## src/rtl/mips_pkg.sv

```systemverilog
// Shared MIPS constants: ALU operation codes, main-decoder ALUOp classes, R-type funct values, ID/EX control bit positions.
// No logic, so no latency.
// No flow control.
package mips_pkg;

    // ALU operation codes seen by the EX-stage ALU
    localparam logic [3:0] ALU_AND = 4'b0000;
    localparam logic [3:0] ALU_OR  = 4'b0001;
    localparam logic [3:0] ALU_ADD = 4'b0010;
    localparam logic [3:0] ALU_XOR = 4'b0011;
    localparam logic [3:0] ALU_SUB = 4'b0110;
    localparam logic [3:0] ALU_SLT = 4'b0111;
    localparam logic [3:0] ALU_BAD = 4'b1111;   // ALU returns 0 for this code

    // Main-decoder ALUOp classes
    localparam logic [1:0] ALUOP_ADD   = 2'b00; // lw, sw, addi
    localparam logic [1:0] ALUOP_SUB   = 2'b01; // beq
    localparam logic [1:0] ALUOP_RTYPE = 2'b10; // decode funct
    localparam logic [1:0] ALUOP_OR    = 2'b11; // ori

    // R-type funct field values
    localparam logic [5:0] FUNCT_ADD = 6'b100000;
    localparam logic [5:0] FUNCT_SUB = 6'b100010;
    localparam logic [5:0] FUNCT_AND = 6'b100100;
    localparam logic [5:0] FUNCT_OR  = 6'b100101;
    localparam logic [5:0] FUNCT_XOR = 6'b100110;
    localparam logic [5:0] FUNCT_SLT = 6'b101010;

    // Bit positions in the 6-bit id_ctrl word
    localparam int CTRL_REGDST   = 5;
    localparam int CTRL_ALUSRC   = 4;
    localparam int CTRL_REGWRITE = 3;
    localparam int CTRL_MEMREAD  = 2;
    localparam int CTRL_MEMWRITE = 1;
    localparam int CTRL_MEMTOREG = 0;

endpackage

```

## src/rtl/id_ex_stage_alu_control.sv

```systemverilog
// ALU control decoder: maps ALUOp class and funct to the 4-bit ALU code.
// Purely combinational, zero latency.
// No flow control.
module alu_control
    import mips_pkg::*;
(
    input  logic [1:0] alu_op,
    input  logic [5:0] funct,
    output logic [3:0] alu_ctl,
    output logic       illegal
);

    // Non-R-type classes ignore funct; R-type funct outside the known set is flagged
    always_comb begin
        alu_ctl = ALU_BAD;
        illegal = 1'b0;
        case (alu_op)
            ALUOP_ADD: alu_ctl = ALU_ADD;
            ALUOP_SUB: alu_ctl = ALU_SUB;
            ALUOP_OR:  alu_ctl = ALU_OR;
            default: begin
                case (funct)
                    FUNCT_ADD: alu_ctl = ALU_ADD;
                    FUNCT_SUB: alu_ctl = ALU_SUB;
                    FUNCT_AND: alu_ctl = ALU_AND;
                    FUNCT_OR:  alu_ctl = ALU_OR;
                    FUNCT_XOR: alu_ctl = ALU_XOR;
                    FUNCT_SLT: alu_ctl = ALU_SLT;
                    default: begin
                        alu_ctl = ALU_BAD;
                        illegal = 1'b1;
                    end
                endcase
            end
        endcase
    end

endmodule

```

## src/rtl/id_ex_stage.sv

```systemverilog
// ID/EX pipeline register with ALU decode, EX/MEM + MEM/WB operand forwarding and load-use bubble insertion.
// One cycle from id_* to registered state; A/B/EX outputs are combinational from that state and forwarding inputs.
// stall holds contents, flush or a load-use hazard loads a bubble (flush wins over stall).
module id_ex_stage
    import mips_pkg::*;
#(
    parameter int DATA_W = 32,
    parameter int REG_AW = 5
) (
    input  logic              clk,
    input  logic              rst_n,
    input  logic              stall,
    input  logic              flush,
    input  logic              id_valid,
    input  logic [DATA_W-1:0] id_rs_data,
    input  logic [DATA_W-1:0] id_rt_data,
    input  logic [DATA_W-1:0] id_imm,
    input  logic [REG_AW-1:0] id_rs,
    input  logic [REG_AW-1:0] id_rt,
    input  logic [REG_AW-1:0] id_rd,
    input  logic [1:0]        id_ALUOp,
    input  logic [5:0]        id_funct,
    input  logic [5:0]        id_ctrl,
    input  logic              exmem_RegWrite,
    input  logic [REG_AW-1:0] exmem_rd,
    input  logic [DATA_W-1:0] exmem_result,
    input  logic              memwb_RegWrite,
    input  logic [REG_AW-1:0] memwb_rd,
    input  logic [DATA_W-1:0] memwb_result,
    output logic [DATA_W-1:0] A,
    output logic [DATA_W-1:0] B,
    output logic [3:0]        ALUControl,
    output logic [DATA_W-1:0] ex_WriteData,
    output logic [REG_AW-1:0] ex_WriteReg,
    output logic [3:0]        ex_ctrl,
    output logic              ex_valid,
    output logic              load_use_stall,
    output logic              illegal_op
);

    logic [3:0]        id_alu_ctl;
    logic              id_illegal;

    logic              valid_q;
    logic [5:0]        ctrl_q;
    logic [3:0]        alu_ctl_q;
    logic              illegal_q;
    logic [REG_AW-1:0] rs_q;
    logic [REG_AW-1:0] rt_q;
    logic [REG_AW-1:0] rd_q;
    logic [DATA_W-1:0] rs_data_q;
    logic [DATA_W-1:0] rt_data_q;
    logic [DATA_W-1:0] imm_q;

    logic [DATA_W-1:0] fwd_a;
    logic [DATA_W-1:0] fwd_b;
    logic              bubble;

    // Decode happens in ID so only the 4-bit code is carried across the register
    alu_control u_alu_control (
        .alu_op  (id_ALUOp),
        .funct   (id_funct),
        .alu_ctl (id_alu_ctl),
        .illegal (id_illegal)
    );

    // A load in EX whose target feeds the instruction in ID must be held back one cycle
    assign load_use_stall = valid_q && ctrl_q[CTRL_MEMREAD] && (rt_q != '0)
                            && ((rt_q == id_rs) || (rt_q == id_rt)) && id_valid;

    // flush beats stall; a load-use bubble only applies when not stalled
    assign bubble = flush || (!stall && load_use_stall);

    // Pipeline register: bubbles clear everything so RegWrite=0 never forwards downstream
    always_ff @(posedge clk or negedge rst_n) begin
        if (!rst_n) begin
            valid_q   <= 1'b0;
            ctrl_q    <= '0;
            alu_ctl_q <= '0;
            illegal_q <= 1'b0;
            rs_q      <= '0;
            rt_q      <= '0;
            rd_q      <= '0;
            rs_data_q <= '0;
            rt_data_q <= '0;
            imm_q     <= '0;
        end else if (bubble) begin
            valid_q   <= 1'b0;
            ctrl_q    <= '0;
            alu_ctl_q <= '0;
            illegal_q <= 1'b0;
            rs_q      <= '0;
            rt_q      <= '0;
            rd_q      <= '0;
            rs_data_q <= '0;
            rt_data_q <= '0;
            imm_q     <= '0;
        end else if (!stall) begin
            valid_q   <= id_valid;
            ctrl_q    <= id_ctrl;
            alu_ctl_q <= id_alu_ctl;
            illegal_q <= id_illegal;
            rs_q      <= id_rs;
            rt_q      <= id_rt;
            rd_q      <= id_rd;
            rs_data_q <= id_rs_data;
            rt_data_q <= id_rt_data;
            imm_q     <= id_imm;
        end
    end

    // Forwarding: youngest producer (EX/MEM) wins; $0 is never forwarded
    always_comb begin
        fwd_a = rs_data_q;
        fwd_b = rt_data_q;
        if (exmem_RegWrite && (exmem_rd != '0) && (exmem_rd == rs_q))
            fwd_a = exmem_result;
        else if (memwb_RegWrite && (memwb_rd != '0) && (memwb_rd == rs_q))
            fwd_a = memwb_result;
        if (exmem_RegWrite && (exmem_rd != '0) && (exmem_rd == rt_q))
            fwd_b = exmem_result;
        else if (memwb_RegWrite && (memwb_rd != '0) && (memwb_rd == rt_q))
            fwd_b = memwb_result;
    end

    assign A            = fwd_a;
    assign B            = ctrl_q[CTRL_ALUSRC] ? imm_q : fwd_b;
    assign ex_WriteData = fwd_b;
    assign ex_WriteReg  = ctrl_q[CTRL_REGDST] ? rd_q : rt_q;
    assign ex_ctrl      = ctrl_q[3:0];
    assign ex_valid     = valid_q;
    assign ALUControl   = alu_ctl_q;
    assign illegal_op   = illegal_q;

endmodule
```

## config.mk

```make
export PLATFORM = sky130hd
export DESIGN_NAME = id_ex_stage
export DESIGN_NICKNAME = d
export VERILOG_FILES = /design/src/rtl/mips_pkg.sv /design/src/rtl/id_ex_stage_alu_control.sv /design/src/rtl/id_ex_stage.sv
export SDC_FILE = /design/constraint.sdc
export NUM_CORES = 1
export LEC_CHECK = 0
export CORE_MARGIN = 5
export CORE_UTILIZATION = 40
export DETAILED_ROUTE_END_ITERATION = 8
export GPL_TIMING_DRIVEN = 0
export MAX_ROUTING_LAYER = met4
export PLACE_DENSITY = 0.79
export SETUP_SLACK_MARGIN = 0.5
export SYNTH_ARGS = -nofsm -noshare
export SYNTH_HDL_FRONTEND = slang
export SYNTH_SLANG_ARGS = --single-unit
```

## constraint.sdc

```tcl
create_clock -name clk -period 3.1 [get_ports clk]
set_clock_uncertainty 0.15 [all_clocks]
set_input_delay 0.62 -clock clk [delete_from_list [all_inputs] [get_ports clk]]
set_output_delay 0.62 -clock clk [all_outputs]
set_load 0.05 [all_outputs]
```

==> flow_summary.yaml, run 1 <==
route:
  firstDrtPassIters: 5
  wl_per_cell_um: 30.15
  wl_um: 41010
  dr.first_iter.drc_count: 923
  drtAntennaViolNets: 0
  num_vias: 8792
  vias_per_cell: 6.465
  drcViolationCount: 0
min_path:
  hold_end: "rd_q[2]$_DFFE_PN0P_"
  hold_path_depth: 1
  hold_path.class: "reg2reg"
  hp-start: "rd_q[2]$_DFFE_PN0P_"
critical_path:
  reg2reg_slack_ns: 0.49
  crit_path_start_kind: "register"
  cp.arrival_ns: 2.63
  r2r_start: "rt_q[0]$_DFFE_PN0P_"
  crit_path_end_kind: "output pin"
  cp_max_fo: 5
  reg2reg_depth: 9
  worstSetupPathType: "reg2out"
  r2r-end: "rt_data_q[12]$_DFFE_PN0P_"
  cp.required_ns: 2.33
place:
  gp_congestion: 0.8947
  preCtsSetupSlack_ns: -1.807
  io_buffer_count: 317
  dp_hpwl_um: 25340
sta:
  maxSlewHeadroom: 0.3095
  drv_slew: 0
  report.final.hold_viol_count: 0
  fmax_ghz: 0.2942
  period_needed_ns: 3.399
  final.setup.tns_ns: -17.43
  fin_crit_sh: 1.096
  setup_ws_ns: -0.2988
  setup_viol: 97
  tightestPinTransition_ns: 1.036
  holdWs_ns: 0.3406
  rsz0062_at_grt: "yes"
pwr:
  p_sw_uw: 2015
  power.density_nw_per_um2: 391.7
  sequentialPowerShare: 0.308
  switching_share: 0.3483
  p_clk_frac: 0.325
  p_int_uw: 3771
  total_power_uw: 5786
  p_comb_frac: 0.367
  peakVddDrop_uv: 407.1
  p_leak_uw: 0.005761
yosys:
  syn_avg_cell_area_um2: 9.999
  synth_edf_count: 0
  yosysTopAreaCell: "dfrtp_1"
  yosysWarningCount: 0
  yosys-top-cells-area: "dfrtp_1, a32o_1, mux2i_1, nor2_1, mux2_2"
  postSynthCellCount: 709
  netlist_area_um2: 7089
  synth_most_common_cell: "dfrtp_1"
  ys_seq_elements: 123
  async_reset_ff_frac: 1.000
  yosysSeqAreaShare: 0.4342
  netlist_top_cells_count: "dfrtp_1, a32o_1, nor2_1"
  synth_nets: 915
  ys.flop_type: "dfrtp_1"
  ys_types: 45
  synth_top_area_frac: 0.4342
cts:
  clockBufferDepth: 2
  cts.clk_slew.worst_paths_ns: 0.06
  cts.sinks: 123
  htreeDepth: 4
  root_buffer: "clkbuf_16"
  clkLatencyLatePin_ns: 0.42
  cts_tree: "built"
  cts_made_buffers: 17
die:
  die-area_um2: 20490
  die_w_um: 143.1
  ios: 318
  rows: 48
  die_h_um: 143.1
  core_um2: 17360
  initial_core_util: 0.4084
status:
  violations: "negative setup slack"
  status: "finished with violations"
global_route:
  grt_start_max_net_pins: 87
  antenna_found_initial: 5
  grt_pass1_wl_um: 55700
  gr-total-overflow: 0
  globalRouteTotalUtil: 0.3788
  grt_pass1_vias: 8992
job:
  drv_cap: 0
cells_and_area:
  final_nets: 1322
  drive_gt1_frac: 0.4721
  area_growth_pct: 108.4
## per-stage QoR
stage	utilization	instance area, um^2	instances
5_1_grt	0.8511	14770	1359
3_5_place_dp	0.6699	11630	1252
4_1_cts	0.8110	14080	1329
2_1_floorplan	-	8144	709
6_report	0.8512	14770	1360
3_3_place_gp	0.6683	11600	1251
## power by group through the flow
stage / registers [uW] / logic (uW) / clock network [uW]
detailed placement: 1780 / 1670 / 0
global route: 1780 / 2180 / 1930
floorplan: 1770 / 950 / 0
finish: 1780 / 2120 / 1880
global placement: 1780 / 1650 / 0
CTS: 1760 / 1960 / 1850
## sequential cells by signal, summed over array words and instances (netlist names)
| signal | cells |
|---|---|
| rt_q | 5 |
| ALUControl | 4 |
| rs_q | 5 |
| rt_data_q | 32 |
| illegal_op | 1 |
| ctrl_q | 6 |
| imm_q | 32 |
| ex_valid | 1 |
| rs_data_q | 32 |
| rd_q | 5 |
## placed cells by master, fill, tap and decap left out, types with 6 or more instances in the layout
master,synthesis,layout
mux2i_2,0,6
clkinv_2,0,9
dfrtp_1,123,122
a211oi_4,0,16
clkbuf_2,1,8
mux2_4,0,16
nor2_1,72,20
o31ai_4,0,16
a21boi_2,0,11
a31oi_4,0,16
nand3_1,18,10
buf_4,6,39
xor2_1,14,14
a32o_1,108,108
nand2_1,30,30
buf_2,27,9
buf_16,0,7
buf_6,2,91
clkbuf_16,0,20
o21ai_1,0,8
clkbuf_8,0,8
clkbuf_1,45,26
xnor2_2,0,6
diode_2,0,6
mux2i_4,0,26
nor2_4,0,24
inv_1,9,9
clkdlybuf4s50_1,0,200
buf_12,0,24
buf_8,0,41
a21oi_4,0,32
nand3_2,0,8
dlygate4sd2_1,0,9
o21ai_2,0,8
nor3_2,0,16
nor2_2,0,28
## worst max-delay path by stage
stage / start / to / slack (ns) / depth (start not counted)
after floorplan: exmem_rd[1] / B[10] / -0.14 / 7
after global placement: rst_n / rs_data_q[25]$_DFFE_PN0P_ / -3.75 / 1
after detailed placement: exmem_rd[1] / B[12] / -1.81 / 8
after CTS: exmem_rd[2] / B[12] / -0.26 / 9
after global routing: rt_q[0]$_DFFE_PN0P_ / B[26] / -0.35 / 10
final: rt_q[0]$_DFFE_PN0P_ / B[26] / -0.30 / 10
## layer usage
layer  GRT usage  wire length [um]  share of wire
met5           -                 0              0
met1      0.4168             14090           0.34
met2      0.6219             20280           0.49
met4      0.1926              2224          0.054
met3      0.1145              4412           0.11
## kinds of logic after synthesis
kind of cell | after synthesis | synth area share
AOI/OAI and AO/OA | 250 | 0.2866
xor gates and xnor gates | 30 | 0.03706
buffers and inverters | 93 | 0.05948
DFF | 123 | 0.4342
muxes | 53 | 0.07854
and+or+nand+nor | 160 | 0.1041
## area by class of cell
cell class	count	area [um^2]
diodes	6	15.01
plain buffers	83	753.2
clock buffers	18	439.2
clock inverters	14	105.1
fillers	857	2582
inverters	10	42.54
multi-input cells	493	5712
flip-flops and latches	123	3079
well taps	225	281.5
repair buffers	388	4347
## repair_timing
action                     4_1_cts  5_1_grt
gates cloned                     9        0
buffers inserted                35       24
gates resized for setup       1053      119
setup endpoints to repair      142      130
pin swaps                       60       37
hold buffers                     1        0
hold endpoints to repair        37        0
## critical path: stages, from the launching register on
cell and delay, ns:
dfrtp_1 0.40, buf_6 0.14, xnor2_4 0.16, nand4_1 0.26, buf_6 0.23, nor2_4 0.21
buf_12 0.15, buf_16 0.13, a211oi_4 0.08, o31ai_4 0.24, buf_6 0.19
Power figures use the tool's default switching activity.
==> run 2: changes to the inputs <==
- HOLD_SLACK_MARGIN: unset -> 0.02
- PLACE_DENSITY: 0.79 -> unset
- PLACE_DENSITY_LB_ADDON: unset -> 0.08
==> flow_summary.yaml, run 2 (synthesized netlist as in run 1, its figures left out) <==
job:
  drv_cap: 0
sta:
  setup_viol: 92
  final.setup.tns_ns: -14.27
  drv_slew: 0
  tightestPinTransition_ns: 1.021
  setup_ws_ns: -0.2587
  rsz0062_at_grt: "yes"
  maxSlewHeadroom: 0.3196
  fin_crit_sh: 1.083
  period_needed_ns: 3.359
  report.final.hold_viol_count: 0
  fmax_ghz: 0.2977
die:
  rows: 48
  die_w_um: 143.1
  initial_core_util: 0.4084
  ios: 318
  die-area_um2: 20490
  core_um2: 17360
  die_h_um: 143.1
critical_path:
  crit_chain: "buf_6, or4_4, o211a_4, clkbuf_8, nand3_1, a31oi_4, mux2_4, buf_8"
  cp.required_ns: 2.33
  crit_path_start_kind: "input port"
  r2r-end: "rs_data_q[23]$_DFFE_PN0P_"
  cp.arrival_ns: 2.59
  reg2reg_slack_ns: 0.49
  worstSetupPathType: "in2out"
  cp_max_fo: 10
  r2r_start: "rt_q[0]$_DFFE_PN0P_"
  max_stage_delay_ns: 0.56
  crit_path_end_kind: "output pin"
  reg2reg_depth: 10
  slowest_stage: "or4_4"
cells_and_area:
  drive_gt1_frac: 0.4560
  nFillCells: 883
  final_cell_mix: "clkdlybuf4s50_1, dfrtp_1, a32o_1, buf_6, buf_8"
  reg_top3: "imm_q: 32 flops, rs_data_q: 32 flops, rt_data_q: 32 flops"
  postLayoutCellArea_um2: 14690
  final_nets: 1308
  layout_commonest_cell: "clkdlybuf4s50_1"
  area_growth_pct: 107.2
  final_core_util: 0.8462
route:
  wl_um: 39670
  firstDrtPassIters: 5
  drcViolationCount: 0
  dr.first_iter.drc_count: 820
  num_vias: 8631
  vias_per_cell: 6.422
  drtAntennaViolNets: 0
  wl_per_cell_um: 29.51
status:
  status: "finished with violations"
  violations: "negative setup slack"
pwr:
  peakVddDrop_uv: 397.6
  p_clk_frac: 0.333
  p_leak_uw: 0.005706
  switching_share: 0.3546
  p_sw_uw: 2056
  sequentialPowerShare: 0.307
  total_power_uw: 5798
  p_comb_frac: 0.360
  p_int_uw: 3742
  power.density_nw_per_um2: 394.7
cts:
  cts.sinks: 123
  root_buffer: "clkbuf_16"
  htreeDepth: 4
  clkLatencyLatePin_ns: 0.44
  cts.clk_slew.worst_paths_ns: 0.06
  cts_tree: "built"
  cts_made_buffers: 17
  clockBufferDepth: 2
place:
  gp_congestion: 0.8967
  preCtsSetupSlack_ns: -1.768
  io_buffer_count: 317
  dp_hpwl_um: 24480
  place_area_um2: 11630
min_path:
  hp-start: "imm_q[0]$_DFFE_PN0P_"
  hold_end: "imm_q[0]$_DFFE_PN0P_"
  hold_path_depth: 1
  hold_path.class: "reg2reg"
global_route:
  antenna_found_initial: 5
  grt_pass1_vias: 8969
  globalRouteTotalUtil: 0.3680
  grt_pass1_wl_um: 54610
  gr-total-overflow: 0
  grt_start_max_net_pins: 75
==> run 2: through the flow <==
step	cells	hold slack, ns
after floorplan	709	0.1744
after global placement	1251	0.3138
after detailed placement	1252	0.3205
after CTS	1319	0.3377
after global routing	1344	0.3545
final	1344	0.3393
==> run 2: worst max-delay path: cells and delay by family <==
kind | cells | cell delay [ns]
multiplexers | 1 | 0.29
AO/OA/AOI/OAI | 2 | 0.43
AND/OR/NAND/NOR | 2 | 0.76
buffers and inverters | 3 | 0.47
==> run 2: repair_timing <==
action                                  in CTS  in global routing
pin swaps                                   60                 37
resized for setup                         1037                104
buffers inserted                            25                 19
cloned                                      10                  1
hold endpoints to repair                    13                  0
hold buffers                                 1                  0
endpoints found under the setup margin     161                118
==> run 2: worst max path at each step <==
stage,cells after the start,start,endpoint
after floorplan,7,exmem_rd[1],B[10]
after global placement,1,rst_n,ALUControl[1]$_DFFE_PN0P_
after detailed placement,9,memwb_rd[0],B[7]
after CTS,9,exmem_rd[4],B[10]
after global routing,8,rt_q[0]$_DFFE_PN0P_,B[10]
final,8,memwb_rd[2],B[25]
==> run 2: cell type report <==
type / instances / area, um^2 / area share
Buffer: 83 / 780.7 / 0.05316
Tap cell: 225 / 281.5 / 0.01917
Sequential cell: 123 / 3079 / 0.2096
Multi-Input combinational cell: 493 / 5747 / 0.3913
Timing Repair Buffer: 374 / 4190 / 0.2853
Inverter: 10 / 45.04 / 0.003067
Clock buffer: 17 / 425.4 / 0.02896
Clock inverter: 14 / 126.4 / 0.008604
Antenna cell: 5 / 12.51 / 0.0008519
==> run 2: power groups by stage <==
stage	logic [uW]	registers (uW)	clock network, uW
after floorplan	950	1770	0
after global placement	1650	1780	0
after detailed placement	1660	1780	0
after CTS	1940	1770	1890
after global routing	2150	1790	2000
final	2090	1780	1930
==> run 2: layer usage <==
| metal | up-vias | GRT usage | wire length, um |
|---|---|---|---|
| li1 | 3535 | - | - |
| met1 | 4280 | 0.4304 | 14040 |
| met2 | 639 | 0.5912 | 19320 |
| met3 | 177 | 0.07569 | 3899 |
| met4 | 0 | 0.2066 | 2405 |
| met5 | - | - | 0 |
==> run 3: changes to the inputs <==
- SYNTH_HIERARCHICAL: unset -> 1
==> flow_summary.yaml, run 3 <==
cts:
  clockBufferDepth: 2
  root_buffer: "clkbuf_16"
  cts.clk_slew.worst_paths_ns: 0.06
  cts_made_buffers: 17
  clkLatencyLatePin_ns: 0.43
  cts.sinks: 123
  htreeDepth: 4
  cts_tree: "built"
global_route:
  use_met1: 0.3960
  grt_pass1_wl_um: 50180
  globalRouteTotalUtil: 0.3266
  antenna_found_initial: 1
  grt_start_max_net_pins: 70
  met2_usage: 0.5400
  gr-total-overflow: 0
  grt_pass1_vias: 8504
  busiest_layer: "met2"
  use_met3: 0.07854
sta:
  setup_ws_ns: -0.3240
  tightestPinTransition_ns: 0.9299
  report.final.hold_viol_count: 1
  holdWs_ns: -0.002545
  maxSlewHeadroom: 0.3801
  drv_slew: 0
  rsz0062_at_grt: "yes"
  period_needed_ns: 3.424
  fin_crit_sh: 1.105
  fmax_ghz: 0.2921
  setup_viol: 97
yosys:
  yosys-top-cells-area: "dfrtp_1, a32o_1, mux2_2, mux2i_1, a31oi_1"
  ys_types: 44
  synth_nets: 929
  syn_avg_cell_area_um2: 10.06
  yosysSeqAreaShare: 0.4231
  netlist_area_um2: 7274
  async_reset_ff_frac: 1.000
  yosysTopAreaCell: "dfrtp_1"
  synth_most_common_cell: "dfrtp_1"
  postSynthCellCount: 723
  synth_top_area_frac: 0.4231
  ys_seq_elements: 123
  ys.flop_type: "dfrtp_1"
  yosysWarningCount: 6
  synth_edf_count: 0
  netlist_top_cells_count: "dfrtp_1, a32o_1, clkbuf_1"
route:
  dr.first_iter.drc_count: 716
  drtAntennaViolNets: 0
  drcViolationCount: 0
  firstDrtPassIters: 5
  vias_per_cell: 6.180
  num_vias: 8553
  wl_per_cell_um: 26.90
  wl_um: 37240
min_path:
  hold_path.class: "in2async"
place:
  dp_hpwl_um: 22740
  gp_congestion: 0.8933
  io_buffer_count: 317
  place_area_um2: 11850
cells_and_area:
  reg_top3: "imm_q: 32 flops, rs_data_q: 32 flops, rt_data_q: 32 flops"
  postLayoutCellArea_um2: 15260
  seq_area_um2: 3079
  final_core_util: 0.8493
  multi_input_area_um2: 5545
  nFillCells: 903
  area_growth_pct: 109.7
  drive_gt1_frac: 0.4779
  final_nets: 1349
  layout_commonest_cell: "clkdlybuf4s50_1"
  final_cell_mix: "clkdlybuf4s50_1, dfrtp_1, a32o_1, buf_6, buf_8"
pwr:
  power.density_nw_per_um2: 399.9
  peakVddDrop_uv: 410.6
  p_leak_uw: 0.006147
critical_path:
  cp.required_ns: 2.33
  crit_path_start_kind: "register"
  cp_max_fo: 10
  crit_path_end_kind: "output pin"
  cp.arrival_ns: 2.65
  worstSetupPathType: "reg2out"
die:
  ios: 318
  core_um2: 17960
  die-area_um2: 20980
  die_w_um: 144.9
  die_h_um: 144.9
  initial_core_util: 0.4050
  rows: 49
status:
  status: "finished with violations"
  violations: "negative hold slack, negative setup slack"
job:
  drv_cap: 0
[run 3: cell types whose count changed after synthesis, moves of 11 or more]
cell and delta:
nor3_1 +15, nor2_1 -34, o21ai_0 +11, or3_1 +31
mux2_2 +15, nand2_1 -15, a21boi_0 -17, a31oi_1 +15
a211oi_1 -14, o31ai_1 -17, nand3_1 -17, inv_1 +30
[run 3: per-layer routing]
| layer | vias up | routed length [um] |
|---|---|---|
| li1 | 3616 | - |
| met1 | 4316 | 13790 |
| met2 | 511 | 18720 |
| met3 | 110 | 3231 |
| met4 | 0 | 1500 |
| met5 | - | 0 |
[run 3: where the power goes]
part           internal, uW  leakage [uW]  switching [uW]
clock network          1390      0.000301             750
logic                  1060       0.00421            1130
registers              1700       0.00163            75.8
[run 3: what timing repair did]
item	4_1_cts	5_1_grt
cloned	16	2
gates resized for setup	1023	160
setup endpoints to repair	183	140
pin swaps	50	55
hold endpoints to repair	0	0
hold buffers	0	0
buffers inserted	31	34
[run 3: per-stage QoR]
| step | TNS (ns) | std cells | power (uW) | setup slack (ns) |
|---|---|---|---|---|
| 2_1_floorplan | -5.188 | 723 | 2736 | -0.1678 |
| 3_3_place_gp | -605.74 | 1269 | 3424 | -3.909 |
| 3_5_place_dp | -128.91 | 1270 | 3441 | -1.448 |
| 4_1_cts | -16.74 | 1346 | 5904 | -0.3120 |
| 5_1_grt | -22.38 | 1383 | 6270 | -0.3567 |
| 6_report | -18.96 | 1384 | 6102 | -0.3240 |
[run 3: worst max-delay path, cell delays in order (launching register included)]
cell	delay, ns
dfrtp_1	0.37
buf_6	0.14
xnor2_2	0.17
nand4_1	0.15
buf_6	0.16
buf_4	0.12
clkbuf_2	0.27
nor3_2	0.31
a31oi_4	0.07
mux2_4	0.29
buf_8	0.15
[run 3: cell families (layout without fill, tap and decap cells)]
logic type / after synthesis / in the layout / share of synthesized area
muxes: 68 / 68 / 0.09976
DFF: 123 / 123 / 0.4231
AOI/OAI and AO/OA: 231 / 231 / 0.2518
buffers and inverters: 131 / 561 / 0.08720
xor gates and xnor gates: 31 / 31 / 0.03732
and+or+nand+nor: 139 / 139 / 0.1008
other: 0 / 2 / 0
[run 3: cell type report]
class / instances / share of cell area
Multi-Input combinational cell: 469 / 0.3635
Timing Repair Buffer: 401 / 0.3085
Sequential cell: 123 / 0.2018
Buffer: 90 / 0.05651
Clock buffer: 21 / 0.03084
Tap cell: 229 / 0.01878
Inverter: 41 / 0.01042
Clock inverter: 8 / 0.009350
Antenna cell: 2 / 0.0003281
[run 3: worst paths after layout]
kind	start	end	slack, ns	depth (start not counted)
max	rt_q[4]$_DFFE_PN0P_	B[13]	-0.32	10
max reg2reg	rt_q[0]$_DFFE_PN0P_	imm_q[22]$_DFFE_PN0P_	0.53	10
min	rst_n	rs_data_q[21]$_DFFE_PN0P_	-0.003	1
min reg2reg	rd_q[1]$_DFFE_PN0P_	rd_q[1]$_DFFE_PN0P_	0.34	1
max in group asynchronous	rst_n	rt_data_q[1]$_DFFE_PN0P_	2.05	2
min in group clk	rd_q[1]$_DFFE_PN0P_	rd_q[1]$_DFFE_PN0P_	0.34	1
